<file path="config.mk">
export PLATFORM = sky130hd
export DESIGN_NAME = multicycle_controller
export DESIGN_NICKNAME = d
export VERILOG_FILES = /design/src/rtl/cpu_ctrl_pkg.sv /design/src/rtl/ctrl_output_decode.sv /design/src/rtl/multicycle_controller.sv
export SDC_FILE = /design/constraint.sdc
export NUM_CORES = 1
export LEC_CHECK = 0
export BUFFER_PORTS_ARGS = -buffer_cell sky130_fd_sc_hd__buf_2
export CAP_MARGIN = 40
export CORE_MARGIN = 5
export CORE_UTILIZATION = 50
export DETAILED_ROUTE_END_ITERATION = 8
export PLACE_DENSITY = 0.83
export SETUP_SLACK_MARGIN = 0.02
export SLEW_MARGIN = 25
export SYNTH_ARGS = -nofsm -noshare
export SYNTH_HDL_FRONTEND = slang
export SYNTH_HIERARCHICAL = 1
export SYNTH_SLANG_ARGS = --single-unit
</file>
<file path="constraint.sdc">
create_clock -name clk -period 2.9 [get_ports clk]
set_clock_uncertainty 0.1 [all_clocks]
set_input_delay 0.145 -clock clk [delete_from_list [all_inputs] [get_ports clk]]
set_output_delay 0.145 -clock clk [all_outputs]
set_load 0.03 [all_outputs]
</file>
<file path="src/rtl/cpu_ctrl_pkg.sv">
// Shared definitions for the multicycle CPU controller: FSM state encodings,
// opcode and ALU-operation constants, and the bundled control-strobe record.
package cpu_ctrl_pkg;

    typedef enum logic [2:0] {
        ST_IDLE   = 3'd0,
        ST_FETCH  = 3'd1,
        ST_DECODE = 3'd2,
        ST_EXEC   = 3'd3,
        ST_MEM    = 3'd4,
        ST_WB     = 3'd5,
        ST_HALT   = 3'd6,
        ST_ERROR  = 3'd7
    } state_t;

    localparam logic [6:0] OP_R      = 7'b0110011;
    localparam logic [6:0] OP_IMM    = 7'b0010011;
    localparam logic [6:0] OP_LOAD   = 7'b0000011;
    localparam logic [6:0] OP_STORE  = 7'b0100011;
    localparam logic [6:0] OP_BRANCH = 7'b1100011;

    localparam logic [1:0] ALUOP_ADD   = 2'b00;
    localparam logic [1:0] ALUOP_SUB   = 2'b01;
    localparam logic [1:0] ALUOP_RTYPE = 2'b10;
    localparam logic [1:0] ALUOP_ITYPE = 2'b11;

    typedef struct packed {
        logic       ir_write;
        logic       pc_write;
        logic       pc_src;
        logic       alu_src;
        logic [1:0] alu_op;
        logic       mem_read;
        logic       mem_write;
        logic       mem_to_reg;
        logic       reg_write;
    } ctrl_t;

    function automatic logic is_legal_op(input logic [6:0] op);
        logic legal;
        case (op)
            OP_R, OP_IMM, OP_LOAD, OP_STORE, OP_BRANCH: legal = 1'b1;
            default:                                    legal = 1'b0;
        endcase
        return legal;
    endfunction

endpackage

</file>
<file path="src/rtl/ctrl_output_decode.sv">
// Moore output decode: maps the current state and latched opcode to datapath
// strobes. alu_zero only qualifies pc_write for a branch in EXEC.
module ctrl_output_decode
    import cpu_ctrl_pkg::*;
(
    input  state_t     i_state,
    input  logic [6:0] i_opcode,
    input  logic       i_alu_zero,
    output ctrl_t      o_ctrl
);

    logic       w_alu_src;
    logic [1:0] w_alu_op;

    always_comb begin
        w_alu_src = 1'b0;
        w_alu_op  = ALUOP_ADD;
        case (i_opcode)
            OP_R: begin
                w_alu_src = 1'b0;
                w_alu_op  = ALUOP_RTYPE;
            end
            OP_IMM: begin
                w_alu_src = 1'b1;
                w_alu_op  = ALUOP_ITYPE;
            end
            OP_LOAD, OP_STORE: begin
                w_alu_src = 1'b1;
                w_alu_op  = ALUOP_ADD;
            end
            OP_BRANCH: begin
                w_alu_src = 1'b0;
                w_alu_op  = ALUOP_SUB;
            end
            default: ;
        endcase
    end

    // ALU selects stay stable from EXEC through WB so the result path is held.
    always_comb begin
        o_ctrl = '0;
        case (i_state)
            ST_FETCH: begin
                o_ctrl.ir_write = 1'b1;
                o_ctrl.pc_write = 1'b1;
            end
            ST_EXEC: begin
                o_ctrl.alu_src = w_alu_src;
                o_ctrl.alu_op  = w_alu_op;
                if (i_opcode == OP_BRANCH) begin
                    o_ctrl.pc_src   = 1'b1;
                    o_ctrl.pc_write = i_alu_zero;
                end
            end
            ST_MEM: begin
                o_ctrl.alu_src   = w_alu_src;
                o_ctrl.alu_op    = w_alu_op;
                o_ctrl.mem_read  = (i_opcode == OP_LOAD);
                o_ctrl.mem_write = (i_opcode == OP_STORE);
            end
            ST_WB: begin
                o_ctrl.alu_src    = w_alu_src;
                o_ctrl.alu_op     = w_alu_op;
                o_ctrl.reg_write  = 1'b1;
                o_ctrl.mem_to_reg = (i_opcode == OP_LOAD);
            end
            default: ;
        endcase
    end

endmodule

</file>
<file path="src/rtl/multicycle_controller.sv">
// Multicycle CPU control FSM: sequences fetch/decode/exec/mem/wb, bounds dmem
// waits with a timeout, and keeps retired-instruction and busy-cycle counters.
module multicycle_controller
    import cpu_ctrl_pkg::*;
#(
    parameter int MEM_TIMEOUT = 16,
    parameter int CNT_W       = 32
) (
    input  logic             clk,
    input  logic             reset,
    input  logic             run,
    input  logic [31:0]      instruction,
    input  logic             alu_zero,
    input  logic             mem_ready,
    output logic             ir_write,
    output logic             pc_write,
    output logic             pc_src,
    output logic             alu_src,
    output logic [1:0]       alu_op,
    output logic             mem_read,
    output logic             mem_write,
    output logic             mem_to_reg,
    output logic             reg_write,
    output logic [2:0]       state,
    output logic             halted,
    output logic             illegal,
    output logic [CNT_W-1:0] retired,
    output logic [CNT_W-1:0] cycles
);

    localparam int                TMO_W    = (MEM_TIMEOUT > 1) ? $clog2(MEM_TIMEOUT) : 1;
    localparam logic [TMO_W-1:0]  TMO_LAST = TMO_W'(MEM_TIMEOUT - 1);

    state_t            r_state;
    state_t            w_state_next;
    logic [6:0]        r_opcode;
    logic [TMO_W-1:0]  r_tmo;
    logic              r_illegal;
    logic [CNT_W-1:0]  r_retired;
    logic [CNT_W-1:0]  r_cycles;
    logic              w_retire;
    logic              w_trap;
    logic              w_busy;
    ctrl_t             w_ctrl;

    always_ff @(posedge clk) begin
        if (reset) begin
            r_state <= ST_IDLE;
        end else begin
            r_state <= w_state_next;
        end
    end

    always_comb begin
        w_state_next = r_state;
        w_retire     = 1'b0;
        w_trap       = 1'b0;
        case (r_state)
            ST_IDLE: begin
                if (run) begin
                    w_state_next = ST_FETCH;
                end
            end
            ST_FETCH: w_state_next = ST_DECODE;
            ST_DECODE: begin
                if (instruction == 32'd0) begin
                    w_state_next = ST_HALT;
                end else if (is_legal_op(instruction[6:0])) begin
                    w_state_next = ST_EXEC;
                end else begin
                    w_state_next = ST_ERROR;
                    w_trap       = 1'b1;
                end
            end
            ST_EXEC: begin
                case (r_opcode)
                    OP_LOAD, OP_STORE: w_state_next = ST_MEM;
                    OP_BRANCH: begin
                        w_state_next = ST_FETCH;
                        w_retire     = 1'b1;
                    end
                    default: w_state_next = ST_WB;
                endcase
            end
            ST_MEM: begin
                if (mem_ready) begin
                    if (r_opcode == OP_LOAD) begin
                        w_state_next = ST_WB;
                    end else begin
                        w_state_next = ST_FETCH;
                        w_retire     = 1'b1;
                    end
                end else if (r_tmo == TMO_LAST) begin
                    w_state_next = ST_ERROR;
                    w_trap       = 1'b1;
                end
            end
            ST_WB: begin
                w_state_next = ST_FETCH;
                w_retire     = 1'b1;
            end
            default: ;
        endcase
    end

    ctrl_output_decode u_decode (
        .i_state    (r_state),
        .i_opcode   (r_opcode),
        .i_alu_zero (alu_zero),
        .o_ctrl     (w_ctrl)
    );

    // The timeout counter restarts on every entry to MEM and saturates at its limit.
    always_ff @(posedge clk) begin
        if (reset) begin
            r_opcode <= '0;
            r_tmo    <= '0;
        end else begin
            if (r_state == ST_DECODE) begin
                r_opcode <= instruction[6:0];
            end
            if (r_state == ST_EXEC) begin
                r_tmo <= '0;
            end else if (r_state == ST_MEM && !mem_ready && r_tmo != TMO_LAST) begin
                r_tmo <= r_tmo + 1'b1;
            end
        end
    end

    assign w_busy = (r_state == ST_FETCH) || (r_state == ST_DECODE) || (r_state == ST_EXEC)
                 || (r_state == ST_MEM) || (r_state == ST_WB);

    always_ff @(posedge clk) begin
        if (reset) begin
            r_illegal <= 1'b0;
            r_retired <= '0;
            r_cycles  <= '0;
        end else begin
            if (w_trap) begin
                r_illegal <= 1'b1;
            end
            if (w_retire) begin
                r_retired <= r_retired + 1'b1;
            end
            if (w_busy) begin
                r_cycles <= r_cycles + 1'b1;
            end
        end
    end

    assign ir_write   = w_ctrl.ir_write;
    assign pc_write   = w_ctrl.pc_write;
    assign pc_src     = w_ctrl.pc_src;
    assign alu_src    = w_ctrl.alu_src;
    assign alu_op     = w_ctrl.alu_op;
    assign mem_read   = w_ctrl.mem_read;
    assign mem_write  = w_ctrl.mem_write;
    assign mem_to_reg = w_ctrl.mem_to_reg;
    assign reg_write  = w_ctrl.reg_write;
    assign state      = r_state;
    assign halted     = (r_state == ST_HALT) || (r_state == ST_ERROR);
    assign illegal    = r_illegal;
    assign retired    = r_retired;
    assign cycles     = r_cycles;

endmodule

</file>
== After elaboration in Yosys (flattened, before gate mapping) ==
Cells that the tools add are included.

* Add/subtract/negate cells: 3
* Mux-type cells: 29
* Reductions and logical operators: 17
* Equal/unequal tests: 21

{| class="wikitable"
|+ Operator list
! operator !! count
|-
| $add A32 B1 Y32 const B || 2
|-
| $logic_not A32 Y1 || 1
|-
| $eq A7 B6 Y1 const B || 4
|-
| $mux W3 || 7
|-
| $pmux W3 S6 || 1
|-
| $eq A7 B2 Y1 const B || 2
|-
| $eq A7 B5 Y1 const B || 2
|-
| $eq A7 B7 Y1 const B || 2
|-
| $mux W1 || 13
|-
| $eq A3 B3 Y1 const B || 4
|-
| $eq A3 B2 Y1 const B || 2
|-
| $mux W2 || 3
|-
| $pmux W2 S3 || 1
|-
| $pmux W3 S2 || 1
|-
| $reduce_bool A6 Y1 || 1
|-
| $reduce_or A3 Y1 || 2
|-
| $logic_or A1 B1 Y1 || 5
|-
| $reduce_or A5 Y1 || 1
|-
| $add A4 B1 Y4 const B || 1
|-
| $eq A4 B4 Y1 const B || 1
|-
| $ne A4 B4 Y1 const B || 1
|-
| $pmux W1 S2 || 2
|-
| $reduce_or A2 Y1 || 2
|-
| $eq A3 B1 Y1 const B || 1
|-
| 7 further kinds || 8
|}

* Register bits after elaboration: 79
* Word-level logic and storage cells: 76
* Output and inout port bits: 79
* Input port bits: 37

== Logic depth before layout (Yosys ltp) ==
Gate-level depths: netlist of the first run.

* Depth in word-level cells: 8
* Gate-level depth with buffers: 8
* Gate-level depth less buffers: 6

== By module ==
Netlist of the first run, hierarchy kept.

{| class="wikitable"
|+ By module, submodules not included
! module !! area each (um^2) !! instances !! cells an instance !! sequential area each (um^2)
|-
| multicycle_controller || 3896.2 || 1 || 439 || 1581.5
|-
| ctrl_output_decode || 201.4 || 1 || 23 || 0.0
|}

== Least setup slack after synthesis of the first run ==
No wires, ideal clock.

* Kind: register to register
* Start point: reg r_retired[9] (netlist: retired[9])
* End point: reg r_retired[31] (netlist: retired[31])
* Path slack: 0.531 ns
* Setup time: 0.123 ns
* Buffers on the path: 1
* Data required time: 2.677 ns
* Period minus slack after synthesis: 2.369 ns
* Arrival time: 2.146 ns
* Stages on the path, launching flop included: 7
* Cell sequence: dfxtp_1 > and4_1 > buf_2 > nand4_1 > a211oi_2 > nor3b_1 > mux2_1

* Word-level cells in the longest chain between the ends: 1

{| class="wikitable"
|+ Ends and longest elaborated chain
! what !! line !! source
|-
| from (decl) || multicycle_controller.sv:39 || <nowiki>logic [CNT_W-1:0] r_retired;</nowiki>
|-
| from (signal assigned) || multicycle_controller.sv:143 || <nowiki>r_retired <= r_retired + 1'b1;</nowiki>
|-
| $add A32 B1 Y32 || multicycle_controller.sv:143 ||
|}

No other way between the ends.
A chain may end at the register's enable or synchronous reset.

== Final worst setup path of the first run ==
* Start point: reg r_opcode[2]
* End point: reg r_retired[28] (netlist: retired[28])

* Word-level cells in the longest chain between the ends: 4
* Elaborated cells on any way between the ends: 6
* Classes of those cells: eq/ne: 2; mux: 4

{| class="wikitable"
|+ Ends and longest elaborated chain
! what !! line !! source
|-
| from (decl) || multicycle_controller.sv:36 || <nowiki>logic [6:0] r_opcode;</nowiki>
|-
| from (signal assigned) || multicycle_controller.sv:120 || <nowiki>r_opcode <= instruction[6:0];</nowiki>
|-
| $eq A7 B2 Y1 || multicycle_controller.sv:87 || <nowiki>if (r_opcode == OP_LOAD) begin</nowiki>
|-
| $mux W1 || multicycle_controller.sv:87 ||
|-
| $mux W1 || multicycle_controller.sv:86 || <nowiki>if (mem_ready) begin</nowiki>
|-
| $pmux W1 S3 (*) || multicycle_controller.sv:58 || <nowiki>case (r_state)</nowiki>
|}

Mark *: on every way between the ends. The rest lies on a longest branch, timed or not.

==> results.cfg, run 1 <==
[drt]
avgViaCountPerCell = 5.56
ant_nets = 0
first_iter_violations = 194
wirelength_mm = 10.3
drt_pass1_iterations = 4
vias = 3841
drc = 0
wl_per_cell_um = 14.9

[yosys]
synth_most_common_cell = dfxtp_1
syn_nets = 502
synth_top_area_cell = dfxtp_1
muxShareOfSynthArea_pct = 2.23
ys_seq_elements = 79
syn_avg_cell_area_um2 = 8.87
synth_ff_type = dfxtp_1
synth_top_family_by_area = simple AND/OR/NAND/NOR gates
synth_simple_gate_area_share_pct = 29.0
yosysSeqAreaShare_pct = 38.6
synthCells = 462
yosysTopAreaCellShare_pct = 38.6
async_flop_share_pct = 0
yosys-top-cells-area = dfxtp_1, nor2_1, xnor2_1
synth_edf_count = 0
synth_compound_area_share_pct = 13.0
synth_xor_area_share_pct = 12.8
yosys-top-cells-count = dfxtp_1, nor2_1, xnor2_1
syn_area_mm2 = 0.00410
ys_warn_count = 6
synth_fa_ha_area_share_pct = 0.916
synth_cell_type_count = 56

[power]
power_leakage_nw = 1.99
vdd_drop_max_mv = 0.216
pwr_density_cell_mw_per_mm2 = 544

[floorplanning]
initial_core_util_pct = 50.6
die_area_mm2 = 0.0101
die_x_um = 101
fp-row-count = 33
die_y_um = 101
pin_count = 116
core_area_mm2 = 0.00809

[setup_path]
required_ps = 3010
critical_path_class = reg -> reg
arrival_ps = 2390
worstReg2RegEnd = retired[28]
worst-r2r-setup-slack_ps = 620
regToRegStartpoint = r_opcode[2]
startpoint_type = flip-flop
worst_r2r_path_depth = 6
crit_path_max_fanout = 29
end_kind = flip-flop

[grt]
grt_usage_pct = 20.3
first_global_vias = 3758
grt_overflow = 0
grt_start_max_net_pins = 34
antenna_found_initial = 0
grt_pass1_wl_mm = 17.0

[cells_and_area]
drive_above_1_share_pct = 28.5
syn_to_final_growth_pct = 23.3
regArea_mm2 = 0.00158
multi_input_area_mm2 = 0.00239
fin_nets = 621
fillers = 712
final_util_pct = 62.4
n_antenna_cell = 0

[min_path]
hp-start = instruction[2]
worstHoldEndpoint = r_opcode[2]
hp-class = in -> reg
whs_path_depth = 3

[clock_tree]
root_buffer = clkbuf_8
cts_max_level = 3
cts_inserted_buffers = 9
cts_sinks = 79
tritoncts = done
post-cts-setup-buffer-count = 0
post_cts_resize_count = 0
clk_pin_slew_worst_paths_ps = 90
worstSkewPairLatency_ps = 340
clockBufferDepth = 2

[job]
drv_cap = 0

[timing]
period_needed_ps = 2280
final.setup.worst_slack_ps = 619
finalHoldViolCount = 0
fin_setup_tns_ps = 0
slew_headroom_pct = 43.7
period_share_pct = 78.7
setup_viol = 0
fin_hold_ws_ps = 21.4
fmax_mhz = 438
rsz0062_at_grt = false
slew_viol_final = 0
worstMarginPinSlew_ps = 824

[placement]
globalplace.congestion = 0.811
dpl.hpwl_mm = 7.41
post-place-ws_ps = 631
io_buffers = 115

[run_status]
status = finished clean
==> metrics by stage <==
| step | cells | area (um^2) | total power, W |
|---|---|---|---|
| floorplan | 462 | 4100 | 0.00174 |
| global placement | 669 | 4800 | 0.00191 |
| detailed placement | 669 | 4800 | 0.00194 |
| CTS | 691 | 5050 | 0.00277 |
| global route | 691 | 5050 | 0.00290 |
| finish | 691 | 5050 | 0.00275 |
==> layout by cell type, fill, tap and decap left out, types with 2 or more instances in the layout <==
cell	instances
a2111oi_2	14
a211oi_1	5
a21boi_1	2
a21oi_1	16
and2_1	4
and3_1	13
and4_1	8
buf_2	115
buf_4	13
clkbuf_8	10
clkinv_2	2
dfxtp_1	79
dlygate4sd3_1	6
ha_1	3
inv_1	5
mux2i_1	8
nand2_1	24
nand2b_1	4
nand3_1	25
nand3b_1	7
nand4_1	25
nand4bb_1	2
nor2_1	77
nor3_1	6
nor4_1	9
nor4b_2	2
o21a_1	2
o21ai_0	7
o41ai_1	2
or3_1	2
or3b_1	2
xnor2_1	33
xor2_1	27
==> flip-flops by register name, summed over array words and instances, names as in the netlist <==
register / count
cycles: 32
r_opcode: 7
state: 3
retired: 32
illegal: 1
r_tmo: 4
==> routing by layer <==
layer / vias up / part of all wire (%) / track usage [%]
li1: 1891 / - / -
met1: 1820 / 43 / 25.0
met2: 109 / 49 / 34.0
met3: 21 / 5.8 / 4.78
met4: 0 / 2.1 / 8.29
met5: - / 0 / 0
==> worst max-delay path, stage by stage, from the launching register on <==
cell and delay [ps]:
dfxtp_1 330, or3_4 430, o31a_1 340, buf_4 260, a2111oi_2 440, xnor2_1 180
nor2_1 70
==> worst max path at each step <==
stage | from | end | slack [ps] | depth (start not counted)
3_3_place_gp | r_opcode[2] | retired[22] | 710 | 6
2_1_floorplan | retired[9] | retired[31] | 530 | 6
6_report | r_opcode[2] | retired[28] | 620 | 6
5_1_grt | r_opcode[6] | retired[25] | 470 | 6
3_5_place_dp | r_opcode[2] | retired[31] | 630 | 5
4_1_cts | r_opcode[4] | retired[31] | 620 | 5
==> final cells by class <==
cell class | instances | area share [%]
tap | 105 | 2.60
sequential | 79 | 31.3
clock buffer | 11 | 2.80
inverter | 5 | 0.371
timing repair buffer | 134 | 14.5
clock inverter | 5 | 1.11
multi-input combinational | 352 | 47.3
==> power breakdown <==
| part | leakage, nW | switching, W | internal [W] |
|---|---|---|---|
| clock network | 0.0997 | 0.000402 | 0.000422 |
| registers | 0.638 | 0.0000742 | 0.00114 |
| logic | 1.25 | 0.000448 | 0.000261 |
| total | 1.99 | 0.000924 | 0.00183 |
==> logic make-up after synthesis <==
kind of cell / after synthesis
multiplexers: 9
XOR/XNOR: 60
flip-flops: 79
AO/OA/AOI/OAI: 59
AND/OR/NAND/NOR: 221
adder cells (fa/ha/maj): 3
buffers and inverters: 31
==> what timing repair did <==
| item | CTS | global route |
|---|---|---|
| hold buffers | 6 | 0 |
| endpoints found under the hold margin | 6 | 0 |
| setup endpoints to repair | 0 | 0 |
(Power assumes the default switching activity.)
==> inputs of run 2 (changes only) <==
- CORE_UTILIZATION: 50 -> 47
- PLACE_DENSITY: 0.83 -> 0.82
- clock period: 2.9 -> 2 ns (I/O delays scaled with it)
==> results.cfg, run 2 (synthesized netlist as in run 1, its figures left out) <==
[setup_path]
critPathTopFamily = compound AO/OA/AOI/OAI gates
crit_chain = or3_4 > o31a_1 > buf_12 > a2111oi_4 > xnor2_1 > nor2_1
crit_path_max_fanout = 29
cp.buffers_inverters = 1
critical_path_class = reg -> reg
required_ps = 2140
worst-r2r-setup-slack_ps = -80
arrival_ps = 2220
startpoint_type = flip-flop
cpMaxStageDelayCell = a2111oi_4
end_kind = flip-flop
max_stage_delay_ps = 400

[cells_and_area]
fin_cells = 731
final_cell_mix = buf_2, nor2_1, dfxtp_1, buf_4, xnor2_1
syn_to_final_growth_pct = 41.4
fin_nets = 658
layout_commonest_cell = buf_2
regArea_mm2 = 0.00162
multi_input_area_mm2 = 0.00264
fillers = 646
drive_above_1_share_pct = 37.9
n_antenna_cell = 0
final_area_mm2 = 0.00580

[drt]
wirelength_mm = 12.5
vias = 4144
ant_nets = 0
wl_per_cell_um = 17.1
drt_pass1_iterations = 5
avgViaCountPerCell = 5.67
first_iter_violations = 172
drc = 0

[clock_tree]
root_buffer = clkbuf_8
cts_inserted_buffers = 9
clk_pin_slew_worst_paths_ps = 90
worstSkewPairLatency_ps = 360
cts_sinks = 79
tritoncts = done
clockBufferDepth = 2
cts_max_level = 3

[timing]
setup_viol = 23
finalHoldViolCount = 0
slew_headroom_pct = 56.9
period_share_pct = 104
period_needed_ps = 2080
final.setup.worst_slack_ps = -80.5
fmax_mhz = 481
slew_viol_final = 0
fin_setup_tns_ps = -825
fin_hold_ws_ps = 62.0
worstMarginPinSlew_ps = 645
rsz0062_at_grt = true

[power]
vdd_drop_max_mv = 0.398
pwr_density_cell_mw_per_mm2 = 794
power_leakage_nw = 2.31

[floorplanning]
initial_core_util_pct = 47.7
fp-row-count = 34
die_y_um = 103
die_x_um = 103
die_area_mm2 = 0.0107
core_area_mm2 = 0.00859
pin_count = 116

[placement]
dpl_cell_area_mm2 = 0.00505
globalplace.congestion = 0.896
placed_cells = 692
io_buffers = 115
dpl.hpwl_mm = 8.02

[run_status]
status = finished with violations
failed_checks = setup timing

[grt]
first_global_vias = 3889
grt_pass1_wl_mm = 18.1
grt_usage_pct = 21.2
grt_start_max_net_pins = 30
antenna_found_initial = 0
grt_overflow = 0

[min_path]
hp-class = in -> reg

[job]
drv_cap = 0
==> run 2: cell count changes in the layout (fill, tap and decap cells not counted), sizes merged <==
cell	delta
clkbuf	+5
inv	-1
buf	+33
clkinv	-1
clkinvlp	-1
bufinv	+1
dlygate4sd3	+1
==> run 2: cell type report <==
class	instances	share of cell area, %
clock buffers	13	2.74
clock inverters	3	1.12
inverters	5	0.324
multi-input cells	352	45.6
flip-flops and latches	79	28.0
well taps	108	2.33
repair buffers	171	19.8
==> run 2: what timing repair did <==
action / 4_1_cts / 5_1_grt
setup buffers: 2 / 11
hold buffers: 7 / 0
hold endpoints to repair: 7 / 0
cloned: 0 / 3
pin swaps: 0 / 5
resized for setup: 13 / 29
setup endpoints to repair: 21 / 37
==> run 2: final timing paths <==
| kind | start | endpoint | cells after the start |
|---|---|---|---|
| worst max register to register | r_opcode[2] | retired[24] | 6 |
| worst min-delay path | run | state[0] | 3 |
| worst max-delay path | r_opcode[2] | retired[24] | 6 |
| worst min register to register | r_tmo[1] | r_tmo[1] | 2 |
==> run 2: power by group <==
group | switching, W | internal, W | total, W
clock | 0.000586 | 0.000771 | 0.00136
sequential | 0.0000857 | 0.00166 | 0.00175
combinational | 0.000831 | 0.000667 | 0.00150
==> run 2: tightest hold or removal path, stage by stage <==
cell and delay [ps]:
buf_2 80, o41ai_1 80, o41ai_1 230
==> run 2: metrics by stage <==
stage	worst slack (ps)	utilization [%]	total power, W
after CTS	-43.1	63.8	0.00431
after detailed placement	-99.3	58.8	0.00293
after global placement	-31.6	58.8	0.00290
final	-80.5	67.4	0.00460
after global routing	-151	67.4	0.00482
after floorplan	-87.8	-	0.00253
==> run 2: routing by layer <==
| layer | track usage [%] | share of wire (%) | up-vias |
|---|---|---|---|
| li1 | - | - | 1973 |
| met1 | 25.4 | 39 | 1972 |
| met2 | 36.6 | 51 | 166 |
| met3 | 5.97 | 7.2 | 33 |
| met4 | 6.87 | 2.3 | 0 |
| met5 | 0 | 0 | - |
